File: src/rtl/hazard_ctrl_if.sv
// Pipeline-side signal bundle for the hazard controller: ID/EX hazard sources in,
// sequencing controls and performance counters out.
interface hazard_ctrl_if #(
  parameter int CNT_W = 16
);
  logic [4:0]       id_rs;
  logic [4:0]       id_rt;
  logic             id_use_rs;
  logic             id_use_rt;
  logic             id_branch_taken;
  logic             id_mdu_start;
  logic [4:0]       ex_td;
  logic             ex_LW;
  logic             pc_stall;
  logic             ifid_stall;
  logic             ifid_flush;
  logic             idex_bubble;
  logic             mdu_busy;
  logic [CNT_W-1:0] stall_cnt;
  logic [CNT_W-1:0] flush_cnt;

  modport master (
    output id_rs, id_rt, id_use_rs, id_use_rt, id_branch_taken, id_mdu_start,
           ex_td, ex_LW,
    input  pc_stall, ifid_stall, ifid_flush, idex_bubble, mdu_busy,
           stall_cnt, flush_cnt
  );

  modport slave (
    input  id_rs, id_rt, id_use_rs, id_use_rt, id_branch_taken, id_mdu_start,
           ex_td, ex_LW,
    output pc_stall, ifid_stall, ifid_flush, idex_bubble, mdu_busy,
           stall_cnt, flush_cnt
  );
endinterface

File: src/rtl/hazard_ctrl.sv
// 5-stage MIPS pipeline sequencing: load-use stall, ID branch flush, MDU occupancy
// stall, plus saturating stall/flush cycle counters.
module hazard_ctrl #(
  parameter int MDU_LAT = 4,
  parameter int CNT_W   = 16
) (
  input  logic          clk,
  input  logic          rst,
  hazard_ctrl_if.slave  bus
);

  localparam int MW = $clog2(MDU_LAT);
  localparam logic [MW-1:0] MDU_LOAD = MW'(MDU_LAT - 1);

  typedef enum logic {
    RUN,
    MDU_WAIT
  } state_t;

  state_t           state;
  logic [MW-1:0]    mdu_cnt;
  logic [CNT_W-1:0] stall_q;
  logic [CNT_W-1:0] flush_q;

  logic load_use;
  logic stall;
  logic flush;
  logic busy;

  // A load into $0 never produces a usable value, so it can never be a hazard.
  assign load_use = bus.ex_LW && (bus.ex_td != 5'd0) &&
                    ((bus.id_use_rs && (bus.id_rs == bus.ex_td)) ||
                     (bus.id_use_rt && (bus.id_rt == bus.ex_td)));

  // NOTE: every output gets a default before the case so no path leaves it unassigned (no latch).
  always_comb begin
    stall = 1'b0;
    flush = 1'b0;
    busy  = 1'b0;
    if (!rst) begin
      unique case (state)
        MDU_WAIT: begin
          stall = 1'b1;
          busy  = 1'b1;
        end
        default: begin
          if (load_use)                 stall = 1'b1;
          else if (bus.id_mdu_start)    flush = bus.id_branch_taken;
          else if (bus.id_branch_taken) flush = 1'b1;
        end
      endcase
    end
  end

  assign bus.pc_stall    = stall;
  assign bus.ifid_stall  = stall;
  assign bus.idex_bubble = stall;
  assign bus.ifid_flush  = flush;
  assign bus.mdu_busy    = busy;
  assign bus.stall_cnt   = stall_q;
  assign bus.flush_cnt   = flush_q;

  // NOTE: all state here is sequential, so only non-blocking assignments are used.
  always_ff @(posedge clk) begin
    if (rst) begin
      state   <= RUN;
      mdu_cnt <= '0;
      stall_q <= '0;
      flush_q <= '0;
    end else begin
      if (stall && (stall_q != '1)) stall_q <= stall_q + 1'b1;
      if (flush && (flush_q != '1)) flush_q <= flush_q + 1'b1;

      unique case (state)
        MDU_WAIT: begin
          mdu_cnt <= mdu_cnt - 1'b1;
          if (mdu_cnt == MW'(1)) state <= RUN;
        end
        default: begin
          if (!load_use && bus.id_mdu_start) begin
            state   <= MDU_WAIT;
            mdu_cnt <= MDU_LOAD;
          end
        end
      endcase
    end
  end

endmodule

File: src/flat_wrapper.sv
// flat-port wrapper written by rule: the top's interface ports become plain ports
module hazard_ctrl_flat 
#(
  parameter int MDU_LAT = 4,
  parameter int CNT_W   = 16
)
  (clk, rst, bus_id_rs, bus_id_rt, bus_id_use_rs, bus_id_use_rt, bus_id_branch_taken, bus_id_mdu_start, bus_ex_td, bus_ex_LW, bus_pc_stall, bus_ifid_stall, bus_ifid_flush, bus_idex_bubble, bus_mdu_busy, bus_stall_cnt, bus_flush_cnt);
  hazard_ctrl_if #(.CNT_W(CNT_W)) bus_i ();
  input  logic clk;
  input  logic rst;
  input wire logic [$bits(bus_i.id_rs)-1:0] bus_id_rs;
  input wire logic [$bits(bus_i.id_rt)-1:0] bus_id_rt;
  input wire logic [$bits(bus_i.id_use_rs)-1:0] bus_id_use_rs;
  input wire logic [$bits(bus_i.id_use_rt)-1:0] bus_id_use_rt;
  input wire logic [$bits(bus_i.id_branch_taken)-1:0] bus_id_branch_taken;
  input wire logic [$bits(bus_i.id_mdu_start)-1:0] bus_id_mdu_start;
  input wire logic [$bits(bus_i.ex_td)-1:0] bus_ex_td;
  input wire logic [$bits(bus_i.ex_LW)-1:0] bus_ex_LW;
  output wire logic [$bits(bus_i.pc_stall)-1:0] bus_pc_stall;
  output wire logic [$bits(bus_i.ifid_stall)-1:0] bus_ifid_stall;
  output wire logic [$bits(bus_i.ifid_flush)-1:0] bus_ifid_flush;
  output wire logic [$bits(bus_i.idex_bubble)-1:0] bus_idex_bubble;
  output wire logic [$bits(bus_i.mdu_busy)-1:0] bus_mdu_busy;
  output wire logic [$bits(bus_i.stall_cnt)-1:0] bus_stall_cnt;
  output wire logic [$bits(bus_i.flush_cnt)-1:0] bus_flush_cnt;
  assign bus_i.id_rs = bus_id_rs;
  assign bus_i.id_rt = bus_id_rt;
  assign bus_i.id_use_rs = bus_id_use_rs;
  assign bus_i.id_use_rt = bus_id_use_rt;
  assign bus_i.id_branch_taken = bus_id_branch_taken;
  assign bus_i.id_mdu_start = bus_id_mdu_start;
  assign bus_i.ex_td = bus_ex_td;
  assign bus_i.ex_LW = bus_ex_LW;
  assign bus_pc_stall = bus_i.pc_stall;
  assign bus_ifid_stall = bus_i.ifid_stall;
  assign bus_ifid_flush = bus_i.ifid_flush;
  assign bus_idex_bubble = bus_i.idex_bubble;
  assign bus_mdu_busy = bus_i.mdu_busy;
  assign bus_stall_cnt = bus_i.stall_cnt;
  assign bus_flush_cnt = bus_i.flush_cnt;
  hazard_ctrl #(.MDU_LAT(MDU_LAT), .CNT_W(CNT_W)) u_core (.clk(clk), .rst(rst), .bus(bus_i));
endmodule
File: config.mk
export PLATFORM = sky130hd
export DESIGN_NAME = hazard_ctrl_flat
export DESIGN_NICKNAME = d
export VERILOG_FILES = /design/src/rtl/hazard_ctrl_if.sv /design/src/rtl/hazard_ctrl.sv /design/src/flat_wrapper.sv
export SDC_FILE = /design/constraint.sdc
export NUM_CORES = 1
export LEC_CHECK = 0
export ABC_AREA = 1
export CORE_UTILIZATION = 45
export DETAILED_ROUTE_END_ITERATION = 10
export MAX_ROUTING_LAYER = met4
export PLACE_DENSITY_LB_ADDON = 0.25
export SYNTH_ARGS = -nofsm -noshare
export SYNTH_HDL_FRONTEND = slang
export SYNTH_SLANG_ARGS = --single-unit
File: constraint.sdc
create_clock -name clk -period 2.4 [get_ports clk]
set_input_delay 0.48 -clock clk [delete_from_list [all_inputs] [get_ports clk]]
set_output_delay 0.48 -clock clk [all_outputs]
set_load 0.1 [all_outputs]
* Word level (Yosys, flattened, before mapping)
Index checks and enable logic that the tools add are counted.
** Word-level totals
- Input bits :: 22
- Word-level logic and storage cells :: 38
- Register bits :: 35
- Output and inout port bits :: 37
** Operators by class
- Equality and inequality tests :: 5
- $add $sub $neg :: 3
- Muxes and demuxes :: 15
- Reductions and logical operators :: 11
** Operator list (count)
- 16-bit by 1-bit adder with 16-bit output, second input constant :: 2
- 16-bit != test, second input constant :: 2
- 1-bit two-way mux :: 13
- 5-bit equality test :: 2
- 1-bit logical AND :: 7
- 5-bit nonzero test :: 1
- 2-bit two-way mux :: 2
- 2-bit by 1-bit equality test with 1-bit output, second input constant :: 1
- 2-bit nonzero test :: 1
- 2-bit by 1-bit subtractor with 2-bit output, second input constant :: 1
- 1-bit logical NOT :: 1
- 1-bit logical OR :: 1

* Logic depth before layout (Yosys ltp)
- Depth after elaboration :: 8
- Depth in mapped cells :: 13
- Gate-level depth less buffers :: 13

* Least setup slack after synthesis
No wires, ideal clock.
- Kind :: input-to-output
- Start :: input bus_ex_td[3]
- End :: output bus_ifid_flush
- Stages :: 9
- Arrival :: 2389 ps
- Path buffers :: 0
- Required time :: 1920 ps
- Setup slack :: -469 ps
- Path through :: inv_2 -> nand2_1 -> nand2_1 -> nor2_1 -> nand3_1 -> nand2_1 -> nand2_4 -> nand3_1 -> nor2_1
** Between the ends
- Cells in the longest elaborated chain, start to end :: 7
- Elaborated cells between the ends (all ways) :: 11
- Those cells by class :: 2 x eq/ne; 3 x mux; 6 x reduce/logical
** Ends and longest elaborated chain
- from (decl) :: RTL line flat_wrapper.sv:17 : input wire logic [$bits(bus_i.ex_td)-1:0] bus_ex_td;
- 5-bit equality test, on equally long branches :: RTL line hazard_ctrl.sv:32, hazard_ctrl.sv:33
- 1-bit logical AND, on equally long branches :: RTL line hazard_ctrl.sv:32, hazard_ctrl.sv:33
- 1-bit logical OR :: RTL line hazard_ctrl.sv:32 : ((bus.id_use_rs && (bus.id_rs == bus.ex_td)) ||
- 1-bit logical AND * :: RTL line hazard_ctrl.sv:31 : assign load_use = bus.ex_LW && (bus.ex_td != 5'd0) &&
- 1-bit two-way mux * :: RTL line hazard_ctrl.sv:47 : if (load_use) stall = 1'b1;
- 1-bit two-way mux * :: RTL line hazard_ctrl.sv:41 : unique case (state)
- 1-bit two-way mux * :: RTL line hazard_ctrl.sv:40 : if (!rst) begin
- to (decl) :: RTL line flat_wrapper.sv:21 : output wire logic [$bits(bus_i.ifid_flush)-1:0] bus_ifid_flush;
Mark *: on every way between the ends. The rest lies on a longest branch, timed or not.

* Worst setup path after layout
- Start :: input bus_id_use_rs
- End :: output bus_ifid_stall
** Between the ends
- Cells in the longest elaborated chain, start to end :: 6
** Ends and longest elaborated chain
- from (decl) :: RTL line flat_wrapper.sv:13 : input wire logic [$bits(bus_i.id_use_rs)-1:0] bus_id_use_rs;
- 1-bit logical AND :: RTL line hazard_ctrl.sv:32
- 1-bit logical OR :: RTL line hazard_ctrl.sv:32
- 1-bit logical AND :: RTL line hazard_ctrl.sv:31
- 1-bit two-way mux :: RTL line hazard_ctrl.sv:47
- 1-bit two-way mux :: RTL line hazard_ctrl.sv:41
- 1-bit two-way mux :: RTL line hazard_ctrl.sv:40
- to (decl) :: RTL line flat_wrapper.sv:20 : output wire logic [$bits(bus_i.ifid_stall)-1:0] bus_ifid_stall;
No other way between the ends.

==> metrics.csv <==
stage;metric;value;unit
run_status;status;completed;
clock_tree;numCtsBuffers;5;
synth;syn_inst;347;
synth;async_flop_share;0;%
floorplanning;die_w;73.97;µm
setup_path;crit_slowest_cell;clkdlybuf4s50_1;
clock_tree;clk_latency;0.29;ns
clock_tree;numClockSinks;35;
timing;fin_crit;2.329;ns
synth;synth_area_leaders;dfxtp_1 30%, nand2_1 15%, nor2_1 8.2%;
placement;numPortBuffers;58;
finish;syn_to_final_growth;34.08;%
setup_path;path_cells;clkdlybuf4s50_1, nand2_1, nor2_2, nand3_1, nand2_2, nand2_4, a21oi_4, buf_12, buf_12;
setup_path;worstPathArrival;1.85;ns
floorplanning;rows;25;
run;maxCapViolCount;0;
detailed_routing;wl_per_cell;12.03;µm
timing;holdWs;0.4881;ns
detailed_routing;drc_errors;0;
setup_path;path_class;input pin to primary output;
detailed_routing;ant_nets;0;
global_routing;grt_antenna_before_repair;0;
placement;gp_congestion;0.9294;
synth;synth_fp_nets;372;
timing;rsz0062_at_grt;false;
timing;tightest_slew;0.4214;ns
synth;synth_cell_types;35;
setup_path;worstPathRequired;1.92;ns
setup_path;start_kind;input pin;
synth;netlist_area;2331;µm²
finish;nets;440;
clock_tree;ctsRootBufferMaster;clkbuf_8;
clock_tree;clk_pin_slew_worst_paths;0.07;ns
timing;drv_slew;0;
global_routing;grt.total_usage;23.28;%
synth;ys_ff_latch;35;
finish;antenna_cells;0;
floorplanning;die_area;5472;µm²
synth;synth_warnings;0;
timing;skew;0.01050;ns
synth;synth_top_area_share;30.06;%
timing;max_freq;0.4295;GHz
timing;setup_violations;0;
synth;synth-edff-count;0;
setup_path;crit_family;buffers and inverters;
clock_tree;htreeDepth;2;
setup_path;slowest_delay;0.45;ns
detailed_routing;dr.first_iter.drc_count;102;
detailed_routing;vias;2386;
setup_path;critical_path.endpoint_type;primary output;
worst_hold_path;hold_path_class;register to register;
detailed_routing;routed_wl;5811;µm
floorplanning;io_pins;59;
setup_path;cpMostUsedCell;buf_12;
synth;synth_ff_type;dfxtp_1;
detailed_routing;avgViaCountPerCell;4.940;
finish;fillers;454;
global_routing;grt_pass1_wl;9577;µm
finish;mostFrequentLayoutCell;nand2_1;
floorplanning;die_y;73.97;µm
setup_path;worst-path-buf-inv;3;
global_routing;first_global_vias;2198;
power;p_per_area;486.4;nW/µm²
power;totalPowerFinal;1.520;mW
synth;syn_area_per_cell;6.718;µm²
synth;synth.largest_area_cell;dfxtp_1;
clock_tree;cts_tree;done;
finish;mostFrequentLayoutCells;92 x nand2_1, 48 x nor2_1, 43 x buf_4;
synth;synth_seq_area_share;30.06;%
global_routing;grt_overflow;0;
placement;dp_hpwl;4318;µm
power;vdd_drop_max;0.4286;mV
clock_tree;cts_buffer_depth;2;
global_routing;grt_max_degree;18;
setup_path;path_max_fanout;4;
finish;drive_gt1_share;22.84;%
clock_tree;ctsHoldBuffers;0;
floorplanning;initial_core_util;48.08;%
power;p_leak;1.369;nW
timing;slew_headroom;71.69;%
floorplanning;coreArea;4848;µm²
timing;fin_crit_sh;97.02;%
timing;hold_violations;0;
detailed_routing;firstDrtPassIters;4;
cell type report:
class	instances	area [µm²]	area share [%]
clock inverters	2	60.06	1.922
flip-flops and latches	35	705.7	22.58
inverters	39	146.4	4.684
repair buffers	70	645.6	20.66
multi-input cells	264	1411	45.16
clock buffers	6	72.57	2.322
well taps	67	83.83	2.682
worst register-to-register path, cell delays in order, from the launching register on:
cell and delay, ns:
dfxtp_2 0.36, ha_1 0.23, nand2_2 0.10, nor2_4 0.16, nand2_4 0.08, nor4_4 0.18, nand3_4 0.25, nand3_4 0.25
nand2_1 0.10, a21oi_2 0.14
power breakdown:
part / internal, mW / switching, mW / total, mW
Combinational: 0.0970 / 0.180 / 0.277
Clock: 0.415 / 0.225 / 0.641
Sequential: 0.592 / 0.0104 / 0.603
Total: 1.10 / 0.415 / 1.52
stage by stage:
step	std cells	setup TNS, ns	utilization (%)	setup WS, ns	instance area, µm²
global placement	474	-0.2128	61.42	-0.07117	2978
detailed placement	474	-0.4400	61.42	-0.1381	2978
floorplan	347	0	-	0.004129	2341
CTS	483	0	64.05	0.0002116	3105
global route	483	0	64.46	0.02295	3126
finish	483	0	64.46	0.07148	3126
state kept, by name (all words and copies together), names as in the netlist:
register,count
u_core.bus.stall_cnt,16
u_core.state,1
u_core.mdu_cnt,2
u_core.bus.flush_cnt,16
repair_timing:
| item | in CTS | in global routing |
|---|---|---|
| gates resized for setup | 13 | 6 |
| pin swaps | 9 | 4 |
| endpoints found under the setup margin | 4 | 4 |
| buffers inserted | 1 | 0 |
cells in the mapped netlist (3+ instances only):
cell type,number
nand4_1,9
o21ai_0,3
nand3b_1,3
nand3_1,34
dfxtp_1,35
o21ai_1,4
nor3_1,7
ha_1,3
inv_1,31
nand2_1,93
a21oi_2,9
nor2_1,51
xnor2_1,6
nor3b_1,3
buf_4,4
a21oi_1,10
inv_2,6
nand2_2,4
xor2_1,9
final timing paths:
kind                                               from                 endpoint  slack (ns)  depth (start not counted)
worst max-delay path                      bus_id_use_rs           bus_ifid_stall        0.07                          9
worst min-delay path                       u_core.state             u_core.state        0.49                          1
worst max register to register  u_core.bus.stall_cnt[0]  u_core.bus.stall_cnt[8]        0.49                          9
worst min register to register             u_core.state             u_core.state        0.49                          1
routing by layer:
| layer | track usage [%] | vias up | wire (µm) |
|---|---|---|---|
| met5 | - | - | 0 |
| met4 | 6.410 | 0 | 57 |
| met3 | 5.827 | 4 | 297 |
| met2 | 36.26 | 47 | 2608 |
| met1 | 29.92 | 1084 | 2848 |
| li1 | - | 1251 | - |
cell families (layout without fill, tap and decap cells):
family	Yosys count	in the layout	synth area share, %
buffers and inverters	48	117	10.25
and+or+nand+nor	214	214	43.15
adders and majority gates	3	3	1.610
AOI/OAI and AO/OA	32	32	9.287
DFF	35	35	30.06
xor gates and xnor gates	15	15	5.636
(Power assumes the default switching activity.)
